**src/rtl/matvec_seq.sv**
```systemverilog
// Sequential matrix-vector multiply controller: streams ROWS matrix rows through an
// external dot-product datapath against one latched operand vector, one result per row.
module matvec_seq #(
    parameter int VEC_SIZE       = 16,
    parameter int ROWS           = 16,
    parameter int FIXPOINT_WIDTH = 16
) (
    input  logic                                  i_clk,
    input  logic                                  i_rst,
    input  logic                                  i_start,
    input  logic                                  i_abort,
    input  logic [VEC_SIZE*FIXPOINT_WIDTH-1:0]    i_vec,
    input  logic                                  i_row_valid,
    input  logic [VEC_SIZE*FIXPOINT_WIDTH-1:0]    i_row,
    output logic                                  o_row_ready,
    output logic [VEC_SIZE*FIXPOINT_WIDTH-1:0]    o_mul_a,
    output logic [VEC_SIZE*FIXPOINT_WIDTH-1:0]    o_mul_b,
    input  logic [FIXPOINT_WIDTH-1:0]             i_mul_dot,
    output logic                                  o_res_valid,
    output logic [FIXPOINT_WIDTH-1:0]             o_res,
    output logic [((ROWS > 1) ? $clog2(ROWS) : 1)-1:0] o_res_idx,
    input  logic                                  i_res_ready,
    output logic                                  o_busy,
    output logic                                  o_done
);

    localparam int IDX_W = (ROWS > 1) ? $clog2(ROWS) : 1;
    localparam int FW    = FIXPOINT_WIDTH;
    localparam logic [IDX_W-1:0] LAST_ROW = IDX_W'(ROWS - 1);

    typedef enum logic [2:0] {
        S_IDLE,
        S_FETCH,
        S_CALC,
        S_OUT,
        S_DONE
    } state_t;

    state_t             state_q, state_d;
    logic [IDX_W-1:0]   cnt_q, cnt_d;
    logic [FW-1:0]      res_q, res_d;
    logic [IDX_W-1:0]   res_idx_q, res_idx_d;
    logic               row_ready_q, row_ready_d;
    logic               res_valid_q, res_valid_d;
    logic               busy_q, busy_d;
    logic               done_q, done_d;
    logic               vec_latch;
    logic               row_latch;

    always_comb begin
        state_d   = state_q;
        cnt_d     = cnt_q;
        res_d     = res_q;
        res_idx_d = res_idx_q;
        vec_latch = 1'b0;
        row_latch = 1'b0;

        case (state_q)
            S_IDLE: begin
                if (i_start) begin
                    vec_latch = 1'b1;
                    cnt_d     = '0;
                    state_d   = S_FETCH;
                end
            end
            S_FETCH: begin
                if (i_row_valid) begin
                    row_latch = 1'b1;
                    state_d   = S_CALC;
                end
            end
            S_CALC: begin
                res_d     = i_mul_dot;
                res_idx_d = cnt_q;
                state_d   = S_OUT;
            end
            S_OUT: begin
                if (i_res_ready) begin
                    if (cnt_q == LAST_ROW) begin
                        state_d = S_DONE;
                    end else begin
                        cnt_d   = cnt_q + IDX_W'(1);
                        state_d = S_FETCH;
                    end
                end
            end
            S_DONE: begin
                state_d = S_IDLE;
            end
            default: begin
                state_d = S_IDLE;
            end
        endcase

        // Abort wins over any handshake happening in the same cycle.
        if (i_abort && (state_q != S_IDLE)) begin
            state_d   = S_IDLE;
            cnt_d     = cnt_q;
            res_d     = res_q;
            res_idx_d = res_idx_q;
            row_latch = 1'b0;
        end

        // Status outputs are registered copies of the next state.
        row_ready_d = (state_d == S_FETCH);
        res_valid_d = (state_d == S_OUT);
        busy_d      = (state_d != S_IDLE);
        done_d      = (state_d == S_DONE);
    end

    always_ff @(posedge i_clk) begin
        if (i_rst) begin
            state_q     <= S_IDLE;
            cnt_q       <= '0;
            res_q       <= '0;
            res_idx_q   <= '0;
            row_ready_q <= 1'b0;
            res_valid_q <= 1'b0;
            busy_q      <= 1'b0;
            done_q      <= 1'b0;
        end else begin
            state_q     <= state_d;
            cnt_q       <= cnt_d;
            res_q       <= res_d;
            res_idx_q   <= res_idx_d;
            row_ready_q <= row_ready_d;
            res_valid_q <= res_valid_d;
            busy_q      <= busy_d;
            done_q      <= done_d;
        end
    end

    // Operand registers, one lane per vector element; they move only at the latch points.
    logic [VEC_SIZE*FW-1:0] mul_a_q, mul_a_d;
    logic [VEC_SIZE*FW-1:0] mul_b_q, mul_b_d;

    generate
        for (genvar gi = 0; gi < VEC_SIZE; gi++) begin : g_lane
            always_comb begin
                mul_a_d[gi*FW +: FW] = vec_latch ? i_vec[gi*FW +: FW] : mul_a_q[gi*FW +: FW];
                mul_b_d[gi*FW +: FW] = row_latch ? i_row[gi*FW +: FW] : mul_b_q[gi*FW +: FW];
            end

            always_ff @(posedge i_clk) begin
                if (i_rst) begin
                    mul_a_q[gi*FW +: FW] <= '0;
                    mul_b_q[gi*FW +: FW] <= '0;
                end else begin
                    mul_a_q[gi*FW +: FW] <= mul_a_d[gi*FW +: FW];
                    mul_b_q[gi*FW +: FW] <= mul_b_d[gi*FW +: FW];
                end
            end
        end
    endgenerate

    assign o_row_ready = row_ready_q;
    assign o_res_valid = res_valid_q;
    assign o_res       = res_q;
    assign o_res_idx   = res_idx_q;
    assign o_busy      = busy_q;
    assign o_done      = done_q;
    assign o_mul_a     = mul_a_q;
    assign o_mul_b     = mul_b_q;

endmodule
```
**config.mk**
```make
export PLATFORM = sky130hd
export DESIGN_NAME = matvec_seq
export DESIGN_NICKNAME = d
export VERILOG_FILES = /design/src/rtl/matvec_seq.sv
export SDC_FILE = /design/constraint.sdc
export NUM_CORES = 1
export LEC_CHECK = 0
export ABC_AREA = 1
export CAP_MARGIN = 20
export CORE_AREA = 5 5 409 411
export DETAILED_ROUTE_END_ITERATION = 10
export DIE_AREA = 0 0 414 416
export REMOVE_ABC_BUFFERS = 1
export SYNTH_ARGS = -nofsm -noshare
export SYNTH_HDL_FRONTEND = slang
export SYNTH_SLANG_ARGS = --single-unit
```
**constraint.sdc**
```tcl
create_clock -name i_clk -period 1.6 [get_ports i_clk]
set_input_delay 0.32 -clock i_clk [delete_from_list [all_inputs] [get_ports i_clk]]
set_output_delay 0.32 -clock i_clk [all_outputs]
set_load 0.05 [all_outputs]
```
; ---- Word level (Yosys, flattened, before mapping)
; Index checks and enable logic that the tools add are counted.
[totals]
regBits = 543
inputBits = 534
word_cells = 74
[classes]
reduce_logical = 7
n_mux = 15
n_eq_ne = 10
addsub = 1
bitwise_logic = 1
[op_table]
columns = op, count
row1 = $mux W3, 5
row2 = $mux W4, 3
row3 = $pmux W3 S4, 1
row4 = $eq A3 B2 Y1 const B, 3
row5 = $pmux W4 S2, 1
row6 = $eq A3 B1 Y1 const B, 2
row7 = $ne A2 B2 Y1 const B, 3
row8 = $reduce_bool A3 Y1, 2
row9 = $mux W1, 5
row10 = $reduce_and A5 Y1, 1
row11 = $add A4 B1 Y4 const B, 1
row12 = $eq A4 B4 Y1 const B, 1
row13 = $eq A3 B3 Y1 const B, 1
row14 = $logic_not A3 Y1, 1
row15 = $reduce_and A2 Y1, 1
row16 = $reduce_bool A2 Y1, 1
row17 = $logic_and A1 B1 Y1, 1
row18 = $not A1 Y1, 1

; ---- Depth between registers and ports, before layout
; Gate-level depths: netlist (run 1).
[depth]
depth_word = 6
mapped_depth = 10

; ---- Worst setup path after synthesis (run 1)
; OpenSTA, ideal clock, no wires.
[synth_path]
path_kind = flip-flop to flip-flop
start = reg state_q[2]
end = reg mul_b_q[192], in the netlist o_mul_b[192]
setup_slack_ns = 0.304
t_arrival_ns = 1.168
path_stages_with_launch = 7
required_time_ns = 1.472
path_buffers = 2
setup_time_ns = 0.128
cell_sequence = dfxtp_1 > nor2_4 > nand4_4 > buf_2 > clkbuf_1 > o21ai_0 > a21oi_1
[synth_via]
elab_chain_cells = 3
word_cells_on_any_way = 5
classes_between = eq/ne: 1 / mux: 2 / reduce/logical: 2
[synth_rtl]
columns = element, line_no
row1 = "start, declared", 39  ; state_t state_q, state_d;
row2 = "start signal, assigned", 122  ; state_q <= state_d;
row3 = $eq A3 B1 Y1 / $reduce_bool A3 Y1 (equally long branches), "58, 96"
row4 = $mux W1 / $logic_and A1 B1 Y1 (equally long branches), "58, 96"
row5 = $mux W1 *, 96  ; if (i_abort && (state_q != S_IDLE)) begin
row6 = "end signal, assigned by index", 150  ; mul_b_q[gi*FW +: FW] <= mul_b_d[gi*FW +: FW];
row7 = "end, declared", 135  ; logic [VEC_SIZE*FW-1:0] mul_b_q, mul_b_d;
; Every way passes the cells marked *; elsewhere a longest branch is shown, timed or not.
; A chain may end at the register's enable or synchronous reset.

; ---- Final worst setup path (run 1)
[layout_path]
start = reg state_q[2]
end = reg mul_b_q[35], in the netlist o_mul_b[35]
; Same word-level chain as after synthesis.

==> results of run 1 <==
cell families after synthesis:
kind of cell | count (synthesis)
fa+ha+maj | 1
compound gates | 797
simple gates | 597
flops | 543
xor+xnor | 1
buf+inv | 450
report_power, final:
group	internal, mW	leakage, nW	switching, mW
Clock	9.10	1.09	6.74
Sequential	14.5	4.54	0.916
Combinational	4.62	8.88	6.33
Total	28.2	14.5	14.0
stage by stage:
stage	hold WS, ps	util	setup TNS, ps
floorplan	389	-	-1743920
global placement	431	0.209	-164680
detailed placement	435	0.209	-171880
CTS	109	0.231	-586
global route	145	0.234	-740
finish	205	0.234	-3.32
worst min path at each step:
stage               cells after the start                         to  slack (ps)                 startpoint
finish                                  3  o_mul_a[104]$_SDFFE_PP0P_         210                 i_vec[104]
global route                            3   o_mul_a[64]$_SDFFE_PP0P_         150                  i_vec[64]
CTS                                     3   o_mul_a[64]$_SDFFE_PP0P_         110                  i_vec[64]
detailed placement                      2  o_mul_b[118]$_SDFFE_PP0P_         430  o_mul_b[118]$_SDFFE_PP0P_
global placement                        2  o_mul_b[102]$_SDFFE_PP0P_         430  o_mul_b[102]$_SDFFE_PP0P_
floorplan                               1      cnt_q[2]$_SDFFE_PP0P_         390                      i_rst
per-layer routing:
layer | GRT usage | wire (µm) | vias to the layer above
li1 | - | - | 9845
met1 | 0.162 | 50700 | 9983
met2 | 0.230 | 60600 | 848
met3 | 0.0479 | 10900 | 141
met4 | 0.0292 | 2350 | 24
met5 | 0 | 150 | -
cell usage after synthesis (2+ instances only):
| cell type | n |
|---|---|
| dfxtp_1 | 543 |
| nand2_1 | 542 |
| a21oi_1 | 519 |
| o21ai_0 | 277 |
| inv_1 | 273 |
| clkbuf_1 | 106 |
| buf_2 | 46 |
| nor2_1 | 44 |
| buf_4 | 20 |
| nand3_1 | 6 |
| inv_2 | 2 |
area by class of cell:
type / count / area (µm²) / share of cell area
diodes: 6 / 15.0 / 0.000392
clock buffers: 94 / 1860 / 0.0485
inverters: 276 / 1060 / 0.0276
flip-flops and latches: 543 / 11300 / 0.295
clock inverters: 26 / 410 / 0.0107
multi-input cells: 1396 / 6500 / 0.170
repair buffers: 1188 / 14400 / 0.376
well taps: 2189 / 2740 / 0.0715
flip-flops by register name (all words and copies together) (netlist names):
register,count
cnt_q,4
o_done,1
o_res_idx,4
o_row_ready,1
o_mul_b,256
o_mul_a,256
o_busy,1
o_res_valid,1
o_res,16
state_q,3
worst reg2reg max path: stages (launching register included):
cell and delay [ps]:
dfxtp_2 330, nor2_4 180, nand4_4 110, buf_12 170
buf_16 180, buf_12 190, buf_6 120, o21ai_2 120
a21oi_1 60
timing repair:
item / in CTS / in global routing
hold buffers: 1 / 0
pin swaps: 1 / 4
hold endpoints to repair: 11 / 0
gates resized for setup: 476 / 219
cloned: 7 / 9
setup endpoints to repair: 465 / 288
setup buffers: 3 / 2
==> results.cfg, run 1 <==
[status]
status = complete, but fails checks
violations = negative setup slack

[synthesis]
async_reset_ff_frac = 0
synth_largest_area_cell = dfxtp_1
synth_compound_area_frac = 0.210
synth_flop_cell = dfxtp_1
synthCells = 2389
synth_top_area_share = 0.572
ys_warn_count = 0
syn_avg_cell_area_um2 = 7.95
yosys.area_share.simple = 0.121
synth-seq-cells = 543
synth_area_leaders = dfxtp_1, a21oi_1, nand2_1, o21ai_0, inv_1
synth-xor-area-share = 0.000461
synth.area.mux_share = 0
seq_area_frac_synth = 0.572
netlist_area_mm2 = 0.0190
synth-edff-count = 0
synth_cell_type_count = 22
synth_fa_ha_area_frac = 0.000658
synth_top_family_by_area = compound AO/OA/AOI/OAI gates

[setup_path]
crit_buf_inv = 4
critical_path.endpoint = o_mul_b[35]$_SDFFE_PP0P_
critical_path_depth = 8
critPathMaxFanout = 8
cp_top_family = buffers and inverters
required_ps = 2120
start_kind = flop
slowest_stage = dfxtp_2
cp_slowest_stage_delay_ps = 330
ff2ff_setup_slack_ps = -3
crit_path_cell_trace = nor2_4, nand4_4, buf_12, buf_16, buf_12, buf_6, o21ai_2, a21oi_1
endpoint_kind = flop
r2r-end = o_mul_b[35]$_SDFFE_PP0P_
crit_arrival_ps = 2120
reg2reg_from = state_q[2]$_SDFF_PP0_
crit_start = state_q[2]$_SDFF_PP0_
crit_path_frequent_cell = buf_12
path_class = reg -> reg
rr_worst_depth = 8

[timing]
setup_ws_ps = -3.32
worstMarginPinSlew_ps = 748
setup_viol_count_final = 1
period_needed_ps = 1600
max_slew_margin = 0.501
skew_ps = 39.5
fin_crit_sh = 1.00
rsz0062_at_grt = yes
slew_viol_final = 0
fmax_mhz = 624
finalHoldViolCount = 0

[power]
p_leak_nw = 14.5
power_density_mw_per_mm2 = 1100
ir_drop_v = 0.000740
finalPower_mw = 42.2

[cts]
clk_latency_ps = 660
cts_sinks = 543
cts-buffers-inserted = 66
clkTransAtPathRegs_ps = 60
max-clock-path-buffers = 3
root_buffer = clkbuf_16
cts_tree = yes
htree_levels = 3

[floorplanning]
fp-row-count = 149
initial_core_util = 0.116
die_area_mm2 = 0.172
design.core.area_mm2 = 0.164
dieWidth_um = 414
io_pins = 1070
die_h_um = 416

[layout]
mostFrequentLayoutCell = nand2_1
nNetsFinal = 4006
fill_cells = 17700
area_growth_pct = 101
layout_common_cells = nand2_1, clkdlybuf4s50_1, a21oi_1
drive_above_1_share = 0.295
layout.cells.non_filler = 5718
stdcell_area_mm2 = 0.0383

[global_route]
globalRouteTotalUtil = 0.135
overflow = 0
grt_pass1_vias = 19800
grt_first_pass_wirelength_mm = 164
grt_max_degree = 130
grt_antenna_before_repair = 40

[place]
dp_worst_setup_slack_ps = -570
place_inst = 5570
hpwl_mm = 101
gp_congestion = 0.959
place_area_mm2 = 0.0342
numPortBuffers = 1069

[routing]
viasPerCell = 3.64
routedWlPerCell_um = 21.8
detail-route-antenna-nets = 0
drt-pass1-iter-count = 6
wirelength_mm = 125
drt_iter0_drc = 1408
vias = 20800
route.detailed.drc = 0

[flow_run]
drv_cap = 0

[min_path]
hp-class = in -> reg
(Power assumes the default switching activity.)
==> run 2, diff against run 1 <==
Settings changed: ABC_AREA 1 to unset, CORE_AREA 5 5 409 411 to 5 5 419 421, DIE_AREA 0 0 414 416 to 0 0 424 426.
Clock period 1.6 ns to 1.9 ns, I/O delays scaled along.
==> run 2 against run 1 <==
  * The run now ends clean
  * Clock power decreased by 13%
  * Die area increased by 4.9%
  * Critical path depth unchanged
  * Final cell count increased by 0.31%
  * Power decreased by 24%
  * Sequential share of layout area increased by 2.1 points
  * Critical path type unchanged
==> results.cfg, run 2 <==
[timing]
fmax_mhz = 542
fin_tns_setup_ps = 0
holdWs_ps = 247
fin_crit_sh = 0.971
slew_viol_final = 0
setup_ws_ps = 55.9
finalHoldViolCount = 0
skew_ps = 34.5
period_needed_ps = 1840
setup_viol_count_final = 0
worstMarginPinSlew_ps = 549
rsz0062_at_grt = yes
max_slew_margin = 0.634

[global_route]
grt_pass1_vias = 19900
grt_first_pass_wirelength_mm = 152
grt_max_degree = 76
grt_antenna_before_repair = 13
globalRouteTotalUtil = 0.118
overflow = 0

[synthesis]
synth_area_leaders = dfxtp_1, nand2_1, a21oi_1, clkbuf_1, buf_2
synthCells = 2369
seq_area_frac_synth = 0.579
synth_top_area_share = 0.579
synth_top_family_by_area = simple AND/OR/NAND/NOR gates
synth_cell_type_count = 30
ys_warn_count = 0
synth-xor-area-share = 0
synthTopCellsByCount = nand2_1, dfxtp_1, a21oi_1, clkbuf_1, buf_2
yosysMostFrequentCell = nand2_1
synth_largest_area_cell = dfxtp_1
syn_avg_cell_area_um2 = 7.93
yosys.area_share.simple = 0.224
synth-edff-count = 0
synth_flop_cell = dfxtp_1
synth_compound_area_frac = 0.146
netlist_area_mm2 = 0.0188
synth.area.mux_share = 0.000533
synth-seq-cells = 543
async_reset_ff_frac = 0
synth_fa_ha_area_frac = 0.000666

[setup_path]
critPathMaxFanout = 12
r2r-end = o_mul_a[165]$_SDFFE_PP0P_
crit_start = state_q[1]$_SDFF_PP0_
ff2ff_setup_slack_ps = 60
reg2reg_from = state_q[1]$_SDFF_PP0_
crit_arrival_ps = 2410
path_class = reg -> reg
rr_worst_depth = 8
endpoint_kind = flop
start_kind = flop
critical_path.endpoint = o_mul_a[165]$_SDFFE_PP0P_
required_ps = 2470

[routing]
detail-route-antenna-nets = 0
viasPerCell = 3.56
routedWlPerCell_um = 20.0
drt_iter0_drc = 1177
drt-pass1-iter-count = 5
route.detailed.drc = 0
vias = 20400
wirelength_mm = 115

[place]
numPortBuffers = 1069
place_area_mm2 = 0.0318
hpwl_mm = 92.5
dp_worst_setup_slack_ps = -267
gp_congestion = 0.955
place_inst = 5606

[cts]
root_buffer = clkbuf_16
cts-buffers-inserted = 69
clkTransAtPathRegs_ps = 60
cts_sinks = 543
htree_levels = 3
clk_latency_ps = 660
max-clock-path-buffers = 3
cts_tree = yes

[power]
power_density_mw_per_mm2 = 929
p_leak_nw = 12.9
ir_drop_v = 0.000642
finalPower_mw = 32.0

[floorplanning]
die_area_mm2 = 0.181
io_pins = 1070
design.core.area_mm2 = 0.171
die_h_um = 426
initial_core_util = 0.110
fp-row-count = 152
dieWidth_um = 424

[status]
status = complete, no violations

[layout]
stdcell_area_mm2 = 0.0344
area_growth_pct = 83.5
nNetsFinal = 3985
layout.cells.non_filler = 5736
drive_above_1_share = 0.222
mostFrequentLayoutCell = nand2_1
fin_util = 0.201
layout_common_cells = nand2_1, dfxtp_1, clkdlybuf4s50_1

[flow_run]
drv_cap = 0

[min_path]
hp-class = in -> reg
[run 2: cell count changes in the layout (fill, tap and decap cells not counted), moves of 166 or more]
cell / previous run / this run
inv_1: 273 / 0
dfxtp_1: 315 / 537
buf_12: 244 / 40
buf_4: 222 / 463
dfxtp_2: 171 / 5
nand2_1: 538 / 1069
[run 2: final cells by class]
class,instances,area [µm²]
antenna,6,15.0
clock buffer,99,2000
clock inverter,19,328
fill,18900,137000
multi-input combinational,1645,7010
sequential,543,10900
tap,2233,2790
timing repair buffer,1191,11400
[run 2: per-layer routing]
layer / vias up / wire, µm / global-route usage
li1: 9785 / - / -
met1: 9703 / 41400 / 0.125
met2: 799 / 56800 / 0.203
met3: 135 / 13500 / 0.0611
met4: 4 / 2760 / 0.0372
met5: - / 23 / 0
[run 2: timing repair]
item                                    4_1_cts  5_1_grt
endpoints found under the setup margin      151      117
cloned                                        0        3
pin swaps                                     0        2
buffers inserted                              0        3
resized for setup                           447       13
hold buffers                                  0        0
[run 2: how the worst min path moves through the flow]
stage / from / endpoint / slack [ps] / cells after the start
6_report: i_rst / o_mul_a[97]$_SDFFE_PP0P_ / 250 / 2
3_5_place_dp: o_mul_b[193]$_SDFFE_PP0P_ / o_mul_b[193]$_SDFFE_PP0P_ / 450 / 2
3_3_place_gp: o_mul_b[29]$_SDFFE_PP0P_ / o_mul_b[29]$_SDFFE_PP0P_ / 440 / 2
4_1_cts: i_rst / o_mul_a[97]$_SDFFE_PP0P_ / 150 / 2
2_1_floorplan: i_rst / o_mul_a[0]$_SDFFE_PP0P_ / 450 / 1
5_1_grt: i_rst / o_mul_a[97]$_SDFFE_PP0P_ / 180 / 2
[run 2: power by group]
| group | total [mW] | internal [mW] | leakage, nW | switching (mW) |
|---|---|---|---|---|
| Sequential | 12.2 | 11.9 | 4.43 | 0.323 |
| Clock | 13.7 | 8.19 | 1.13 | 5.53 |
| Combinational | 6.02 | 2.32 | 7.30 | 3.70 |
[run 2: kinds of logic after synthesis]
| logic type | Yosys count |
|---|---|
| buf+inv | 181 |
| flops | 543 |
| fa+ha+maj | 1 |
| mux | 1 |
| compound gates | 545 |
| simple gates | 1098 |
[run 2: worst max-delay path, stage by stage (launching register included)]
cell and delay (ps):
dfxtp_4 370, buf_4 160, nor4b_4 310, buf_12 190, buf_16 170, buf_12 160
clkbuf_16 170, nand2_1 60, a21oi_1 130
